File: src/rtl/fifo_pkg.sv
// -----------------------------------------------------------------------------
// fifo_pkg
//
// Purpose
//   Shared types and helpers for the write side of the async FIFO subsystem.
//   The write arbiter and the round-robin picker import this package so that
//   the state encoding and the index-width rule stay identical everywhere.
//
// Contents
//   FIFO_DATA_WIDTH  default word width, matching the async FIFO default
//   arb_state_t      arbiter state encoding (IDLE, BURST)
//   idx_width()      bits needed to hold an index 0..n-1, never less than 1
// -----------------------------------------------------------------------------
package fifo_pkg;

  // Default word width of one FIFO entry.
  localparam int FIFO_DATA_WIDTH = 8;

  // IDLE: no owner, arbitration happens here.
  // BURST: one producer owns the write port.
  typedef enum logic [0:0] {
    IDLE  = 1'b0,
    BURST = 1'b1
  } arb_state_t;

  // Width of an index into a vector of n entries. A single-entry vector
  // still gets a 1-bit index so that ports never collapse to zero width.
  function automatic int idx_width(input int n);
    return (n > 1) ? $clog2(n) : 1;
  endfunction

endpackage

File: src/rtl/fifo_write_arbiter_rr_pick.sv
// -----------------------------------------------------------------------------
// rr_pick
//
// Purpose
//   Purely combinational round-robin picker. Starting one position after the
//   pointer and wrapping around, it returns the first index whose request bit
//   is set. The pointer itself is checked last, so the previous winner has
//   the lowest priority on the next pick.
//   Kept generic so the read-side scheduler can reuse it unchanged.
//
// Ports
//   req      in   NUM_REQ   request vector, one bit per requester
//   ptr      in   PW        index of the previous winner
//   winner   out  PW        chosen index (0 when nothing is requesting)
//   any_req  out  1         at least one request bit is set
// -----------------------------------------------------------------------------
module rr_pick
  import fifo_pkg::*;
#(
  parameter  int NUM_REQ = 4,
  localparam int PW      = idx_width(NUM_REQ)
) (
  input  logic [NUM_REQ-1:0] req,
  input  logic [PW-1:0]      ptr,
  output logic [PW-1:0]      winner,
  output logic               any_req
);

  // Candidate index at a given distance past the pointer, wrapped into
  // the range 0..NUM_REQ-1. Works for non-power-of-two requester counts.
  function automatic logic [PW-1:0] cand(input logic [PW-1:0] base, input int off);
    return PW'((int'(base) + off) % NUM_REQ);
  endfunction

  // The scan runs from the farthest candidate back to the nearest one, so
  // the last matching assignment is the nearest requester after the pointer.
  // This avoids a "found" flag and gives a clean priority chain.
  always_comb begin
    winner  = '0;
    any_req = |req;
    for (int off = NUM_REQ; off >= 1; off--) begin
      if (req[cand(ptr, off)]) begin
        winner = cand(ptr, off);
      end
    end
  end

endmodule

File: src/rtl/fifo_write_arbiter.sv
// -----------------------------------------------------------------------------
// fifo_write_arbiter
//
// Purpose
//   Shares the single write port of the async FIFO between NUM_REQ producers
//   living in the write clock domain. Ownership of the port is granted as a
//   burst, round-robin between producers. While a producer owns the port its
//   words go straight to the FIFO in the same cycle they are presented,
//   unless the FIFO reports full. A burst ends on the last word of a packet,
//   after MAX_BURST words, or after IDLE_TIMEOUT consecutive cycles in which
//   the owner presents nothing. A cut packet simply continues on that
//   producer's next grant.
//
// Ports
//   clk         in   1                    write-domain clock
//   rst         in   1                    asynchronous, active-high reset
//   req         in   NUM_REQ              producer i presents a valid word
//   req_data    in   NUM_REQ*DATA_WIDTH   word of producer i at [i*DATA_WIDTH +: DATA_WIDTH]
//   req_last    in   NUM_REQ              word of producer i ends its packet
//   ack         out  NUM_REQ              one-hot, word of producer i taken this cycle
//   fifo_full   in   1                    FIFO full, write-domain version
//   fifo_write  out  1                    FIFO write strobe
//   fifo_data   out  DATA_WIDTH           FIFO write data, zero when not writing
//   grant_id    out  GW                   current or most recent owner
//   busy        out  1                    a burst is in progress
//
// Notes
//   The write path is combinational from req/fifo_full to fifo_write/ack, so
//   fifo_full has to be the synchronous write-side flag of the FIFO.
// -----------------------------------------------------------------------------
module fifo_write_arbiter
  import fifo_pkg::*;
#(
  parameter  int DATA_WIDTH   = FIFO_DATA_WIDTH,
  parameter  int NUM_REQ      = 4,
  parameter  int MAX_BURST    = 4,
  parameter  int IDLE_TIMEOUT = 8,
  localparam int GW           = idx_width(NUM_REQ)
) (
  input  logic                          clk,
  input  logic                          rst,
  input  logic [NUM_REQ-1:0]            req,
  input  logic [NUM_REQ*DATA_WIDTH-1:0] req_data,
  input  logic [NUM_REQ-1:0]            req_last,
  output logic [NUM_REQ-1:0]            ack,
  input  logic                          fifo_full,
  output logic                          fifo_write,
  output logic [DATA_WIDTH-1:0]         fifo_data,
  output logic [GW-1:0]                 grant_id,
  output logic                          busy
);

  // Counter widths are just large enough to hold their terminal value.
  // Both counters are cleared on every exit, so neither ever wraps.
  localparam int BW = $clog2(MAX_BURST + 1);
  localparam int IW = $clog2(IDLE_TIMEOUT + 1);

  arb_state_t      state_q;
  logic [GW-1:0]   owner_q;
  logic [GW-1:0]   ptr_q;
  logic [BW-1:0]   beat_q;
  logic [IW-1:0]   idle_q;

  logic [GW-1:0]         pick_winner;
  logic                  pick_any;
  logic                  in_burst;
  logic                  owner_req;
  logic                  owner_last;
  logic [DATA_WIDTH-1:0] owner_data;
  logic                  xfer;
  logic                  beat_at_max;
  logic                  idle_at_limit;
  logic                  burst_done;
  logic                  timed_out;
  logic                  burst_exit;

  // The picker only matters in IDLE; its result is ignored during a burst,
  // which is what makes non-owner requests invisible while a grant is held.
  rr_pick #(
    .NUM_REQ (NUM_REQ)
  ) u_pick (
    .req     (req),
    .ptr     (ptr_q),
    .winner  (pick_winner),
    .any_req (pick_any)
  );

  // Select the owner's request, last flag and word. A word only moves when
  // the owner has one and the FIFO has room; a full FIFO stalls the burst
  // without counting as owner idleness.
  // The exit conditions are evaluated on the current counter values so the
  // decision lands on the same edge as the word that triggers it. The
  // last-word and max-burst cases share one exit term, so a word that is
  // both still causes only one rotation.
  always_comb begin
    in_burst      = (state_q == BURST);
    owner_req     = req[owner_q];
    owner_last    = req_last[owner_q];
    owner_data    = req_data[int'(owner_q)*DATA_WIDTH +: DATA_WIDTH];
    xfer          = in_burst & owner_req & ~fifo_full;
    beat_at_max   = (beat_q == BW'(MAX_BURST - 1));
    idle_at_limit = (idle_q == IW'(IDLE_TIMEOUT - 1));
    burst_done    = xfer & (owner_last | beat_at_max);
    timed_out     = in_burst & ~owner_req & idle_at_limit;
    burst_exit    = burst_done | timed_out;
  end

  // Main arbiter state. Reset parks the pointer at the highest index so the
  // first scan after reset starts at producer 0.
  // IDLE registers the picked producer as owner, which costs one bubble
  // cycle between bursts. BURST counts delivered words and idle cycles and
  // on exit hands priority past the outgoing owner by moving the pointer
  // onto it.
  always_ff @(posedge clk or posedge rst) begin
    if (rst) begin
      state_q <= IDLE;
      owner_q <= '0;
      ptr_q   <= GW'(NUM_REQ - 1);
      beat_q  <= '0;
      idle_q  <= '0;
    end else begin
      case (state_q)
        IDLE: begin
          if (pick_any) begin
            owner_q <= pick_winner;
            state_q <= BURST;
          end
        end
        BURST: begin
          if (burst_exit) begin
            state_q <= IDLE;
            ptr_q   <= owner_q;
            beat_q  <= '0;
            idle_q  <= '0;
          end else if (xfer) begin
            beat_q  <= beat_q + 1'b1;
            idle_q  <= '0;
          end else if (!owner_req) begin
            idle_q  <= idle_q + 1'b1;
          end
        end
        default: begin
          state_q <= IDLE;
        end
      endcase
    end
  end

  // FIFO-side outputs and the one-hot acknowledge follow xfer directly, so
  // the producer sees its word accepted in the very cycle it is written.
  // Data is forced to zero whenever no write happens to keep the bus quiet.
  always_comb begin
    ack          = '0;
    ack[owner_q] = xfer;
    fifo_write   = xfer;
    fifo_data    = xfer ? owner_data : '0;
  end

  // Status outputs come straight from registers.
  always_comb begin
    grant_id = owner_q;
    busy     = in_burst;
  end

endmodule

File: config.mk
export PLATFORM = sky130hd
export DESIGN_NAME = fifo_write_arbiter
export DESIGN_NICKNAME = d
export VERILOG_FILES = /design/src/rtl/fifo_pkg.sv /design/src/rtl/fifo_write_arbiter_rr_pick.sv /design/src/rtl/fifo_write_arbiter.sv
export SDC_FILE = /design/constraint.sdc
export NUM_CORES = 1
export LEC_CHECK = 0
export CORE_ASPECT_RATIO = 0.9
export CORE_MARGIN = 8
export CORE_UTILIZATION = 40
export CTS_CLUSTER_DIAMETER = 40
export CTS_CLUSTER_SIZE = 16
export DETAILED_ROUTE_END_ITERATION = 8
export GPL_TIMING_DRIVEN = 0
export PLACE_DENSITY = 0.85
export SLEW_MARGIN = 25
export SYNTH_ARGS = -nofsm -noshare
export SYNTH_HDL_FRONTEND = slang
export SYNTH_SLANG_ARGS = --single-unit
File: constraint.sdc
create_clock -name clk -period 5.5 [get_ports clk]
set_input_delay 0.55 -clock clk [delete_from_list [all_inputs] [get_ports clk]]
set_output_delay 0.55 -clock clk [all_outputs]
set_load 0.01 [all_outputs]
# After elaboration in Yosys (flattened, before gate mapping)
# Index checks and enable logic that the tools add are counted.
# totals
regBits,12
# op_classes
addsub,6
order_cmp,6
n_eq_ne,3
shift,1
mux,27
bitwise_logic,11
reduce_logical,7
# ops
cell,count
$shiftx A32 B6 Y8,1
$lt A2 B3 Y1 const B,5
$bmux W1 S2,6
$mux W4,3
$mux W1,9
$mux W2,4
$mux W8,1
$reduce_and A2 Y1,4
$mux W3,2
$and A1 B1 Y1,5
$add A2 B1 Y2 const B,2
$add A2 B2 Y2 const B,2
$add A4 B1 Y4 const B,1
$and A4 B4 Y4,1
$eq A4 B3 Y1 const B,1
$reduce_or A4 Y1,1
$add A3 B1 Y3 const B,1
$eq A3 B2 Y1 const B,1
$ne A3 B1 Y1 const B,1
$not A1 Y1,3
$demux W1 S2,1
$ge A2 B1 Y1 const B,1
$or A1 B1 Y1,2
$pmux W1 S2,1
other kinds (2),2

# Longest topological paths before layout
# depth
depth_word,8
ltp_mapped,7

# Cells and area by module
# From an unflattened synthesis, not the netlist that was laid out.
# unflattened
cells_unflattened,96
hier_area_um2,1046.0
# modules_own_cells
module,instances,cells_each,area_per_inst_um2
fifo_write_arbiter,1,82,954.7
rr_pick,1,14,91.3

# Worst setup path after synthesis
# OpenSTA, ideal clock, no wires.
# synth_path
kind,register to output
from,"register owner_q[0], in the netlist grant_id[0]"
to,output port fifo_data[0]
t_arrival_ps,1824
required_time_ps,4950
slack_ps,3126
path_stages_with_launch,7
path_cell_list,dfrtp_1 > buf_6 > mux4_2 > nand3b_1 > inv_1 > clkbuf_1 > and2_1
# synth_via
elab_chain_cells,5
word_cells_on_any_way,6
# synth_lines
element,line,source
start: declaration,fifo_write_arbiter.sv:59,logic [GW-1:0] owner_q;
start signal: assignment,fifo_write_arbiter.sv:125,owner_q <= pick_winner;
$bmux W1 S2,fifo_write_arbiter.sv:97,owner_req = req[owner_q];
$mux W1 (implied by the code),fifo_write_arbiter.sv:97,
$and A1 B1 Y1 (2 in a row),fifo_write_arbiter.sv:100,xfer = in_burst & owner_req & ~fifo_full;
via fifo_write,fifo_write_arbiter.sv:47,"output logic fifo_write,"
$mux W8,fifo_write_arbiter.sv:156,fifo_data = xfer ? owner_data : '0;
end: declaration,fifo_write_arbiter.sv:48,"output logic [DATA_WIDTH-1:0] fifo_data,"
# The timed path passes the listed nets, and every way through them passes these cells. The select of a mux whose other input is x is not followed.

# Worst setup path in the final report
# layout_path
from,input port req[0]
to,output port ack[2]
# layout_via
elab_chain_cells,5
# layout_lines
element,line,source
start: declaration,fifo_write_arbiter.sv:42,"input logic [NUM_REQ-1:0] req,"
$bmux W1 S2,fifo_write_arbiter.sv:97,
$mux W1 (implied by the code),fifo_write_arbiter.sv:97,
$and A1 B1 Y1 (2 in a row),fifo_write_arbiter.sv:100,
$and A4 B4 Y4 (no source line),n/a,
end: declaration,fifo_write_arbiter.sv:45,"output logic [NUM_REQ-1:0] ack,"
# Every way passes these cells. The select of a mux whose other input is x is not followed.

==> flow_summary.toml <==
[run_status]
status = "finished clean"

[synth]
syn_nets = 140
syn_inst = 94
yosys_warnings = 0
synth-seq-cells = 12
synth_cell_type_count = 31
syn_area_per_cell_um2 = 10.4
ys_seq_area_share_pct = 30.9
synth_area_um2 = 980

[placed_design]
dp_cells = 180
io_buffers = 58
gp_congestion = 0.816
dp_hpwl_um = 2580

[route]
drt_pre_antenna_iters = 4
wire_per_inst_um = 17.0
vias = 995
viasPerCell = 5.41
drc = 0
drt-total-wl_um = 3120
ant_nets = 0
drtIter0Drc = 37

[clocking]
cts_max_level = 1
cts_buffer_depth = 2
cts_tree = "yes"
postCtsSetupBuffers = 0
cts-root-buf = "clkbuf_4"
cts_buffers = 3
cts-hold-fix-buffers = 0
clock_sinks = 12
cts-resized-gates = 0
clock_latency_ns = 0.28
clkTransAtPathRegs_ns = 0.08

[flow_run]
drv_cap = 0

[hold_path]
min_path_type = "register to register"

[timing]
timing.fmax_ghz = 0.291
slew-limit-headroom_pct = 59.1
skew_ns = 0.00686
worstMarginPinSlew_ns = 0.608
grt_setup_unrepaired = "false"
slew_viol_final = 0
setup_viol = 0
layout_min_cycle_time_ns = 3.44
fin_tns_setup_ns = 0
final_hold_viol_count = 0
period_share_pct = 62.6

[grt]
track_usage_pct = 14.8
antenna_found_initial = 0
grt_max_degree = 13
grt_pass1_vias = 1052
gr-total-overflow = 0
grt_pass1_wl_um = 4950

[final_layout]
n_antenna_cell = 0
num-nets-final = 203
seqCellArea_um2 = 303
post-route-util_pct = 68.5
syn_to_final_growth_pct = 66.5
drive_gt1_share_pct = 14.1
fin_cells = 184
multi_input_area_um2 = 617
fill_cells = 200
final_cell_mix = "58 x clkdlybuf4s50_1, 10 x mux4_2, 10 x dfrtp_1"
layout_commonest_cell = "clkdlybuf4s50_1"

[die]
die_w_um = 68.2
core-area_um2 = 2380
die_area_um2 = 4290
start_util_pct = 41.1
ios = 59
rows = 17
die_y_um = 63.0

[worst_setup_path]
worstPathRequired_ns = 4.95
cp_max_fo = 10
crit_type = "primary input to output pin"
start_kind = "primary input"
critical_path_arrival_ns = 2.89
end_kind = "output pin"

[pwr]
leakagePower_nw = 0.664
ir_drop_uv = 298
power.density_nw_per_um2 = 396
## sequential cells by signal, indices dropped and copies added, names as in the netlist
signal	count
beat_q	3
ptr_q	2
grant_id	2
idle_q	4
busy	1
## routing by layer
metal  routed length [µm]  GRT usage, %  up-vias
li1                     -             -      470
met1                 1260          17.1      471
met2                 1510          25.0       51
met3                  331          4.84        3
met4                   25          3.84        0
met5                    0             0        -
## final cells by class
type	instances	share of cell area (%)
Multi-Input combinational cell	68	37.8
Buffer	6	1.84
Clock buffer	4	2.22
Sequential cell	12	18.6
Tap cell	28	2.15
Timing Repair Buffer	58	35.6
Inverter	8	1.84
## through the flow
stage                     power (mW)  hold slack, ns  instance area [µm²]  setup WS, ns
after CTS                      0.651           0.506                 1630          2.05
final                          0.646           0.502                 1630          2.06
after floorplan                0.424           0.413                  980          3.13
after detailed placement       0.576           0.494                 1600          2.05
after global placement         0.558           0.483                 1600          2.12
after global routing           0.696           0.538                 1630          1.90
## worst paths after layout
path                        startpoint     endpoint  slack [ns]  cells past startpoint
max                             req[0]       ack[2]        2.06                      8
min                          beat_q[0]    beat_q[0]        0.50                      1
max reg2reg                grant_id[1]     ptr_q[0]        3.30                      5
min reg2reg                  beat_q[0]    beat_q[0]        0.50                      1
max in group asynchronous          rst     ptr_q[1]        4.56                      2
min in group asynchronous          rst  grant_id[0]        0.59                      2
## synthesized netlist by cell type
master / n / area share, %
nor4_1: 2 / 1.3
nand3_1: 3 / 1.5
ha_1: 3 / 3.8
clkbuf_1: 5 / 1.9
or4b_4: 1 / 1.4
nand3b_1: 1 / 0.77
mux2_4: 2 / 3.1
nor2_1: 8 / 3.1
nor3_1: 1 / 0.51
inv_1: 8 / 3.1
o22ai_1: 2 / 1.3
nand2_1: 6 / 2.3
nand2b_1: 1 / 0.64
o21ai_0: 4 / 2.0
dfrtp_1: 10 / 26
mux2_2: 1 / 1.1
and2_1: 8 / 5.1
nor3b_1: 1 / 0.77
o2bb2ai_1: 2 / 1.8
o41ai_1: 1 / 0.89
buf_6: 1 / 1.1
xor2_1: 1 / 0.89
o32ai_1: 1 / 0.89
a21oi_1: 4 / 2.0
o21ai_1: 1 / 0.51
o21ai_4: 1 / 1.7
and3_1: 1 / 0.64
o221ai_1: 1 / 0.89
dfstp_2: 2 / 5.4
mux4_2: 10 / 23
mux2i_1: 1 / 1.0
## power breakdown
group,internal (mW),switching [mW],leakage [nW]
Sequential,0.134,0.0339,0.146
Combinational,0.226,0.180,0.497
Clock,0.0403,0.0329,0.0210
Total,0.400,0.247,0.664
## cell families after synthesis
family,Yosys count,share of synthesized area (%)
muxes,14,28.2
and+or+nand+nor,33,18.0
DFF,12,30.9
adders and majority gates,3,3.83
AOI/OAI and AO/OA,17,12.0
buffers and inverters,14,6.13
xor gates and xnor gates,1,0.894
## worst max-delay path, stage by stage
cell and delay [ns]:
clkdlybuf4s50_1 0.56, mux4_2 0.34, nand3b_1 0.24, inv_1 0.19, clkbuf_1 0.27, nand2_1 0.09, nor2_1 0.10, clkdlybuf4s50_1 0.55
(Power assumes the default switching activity.)
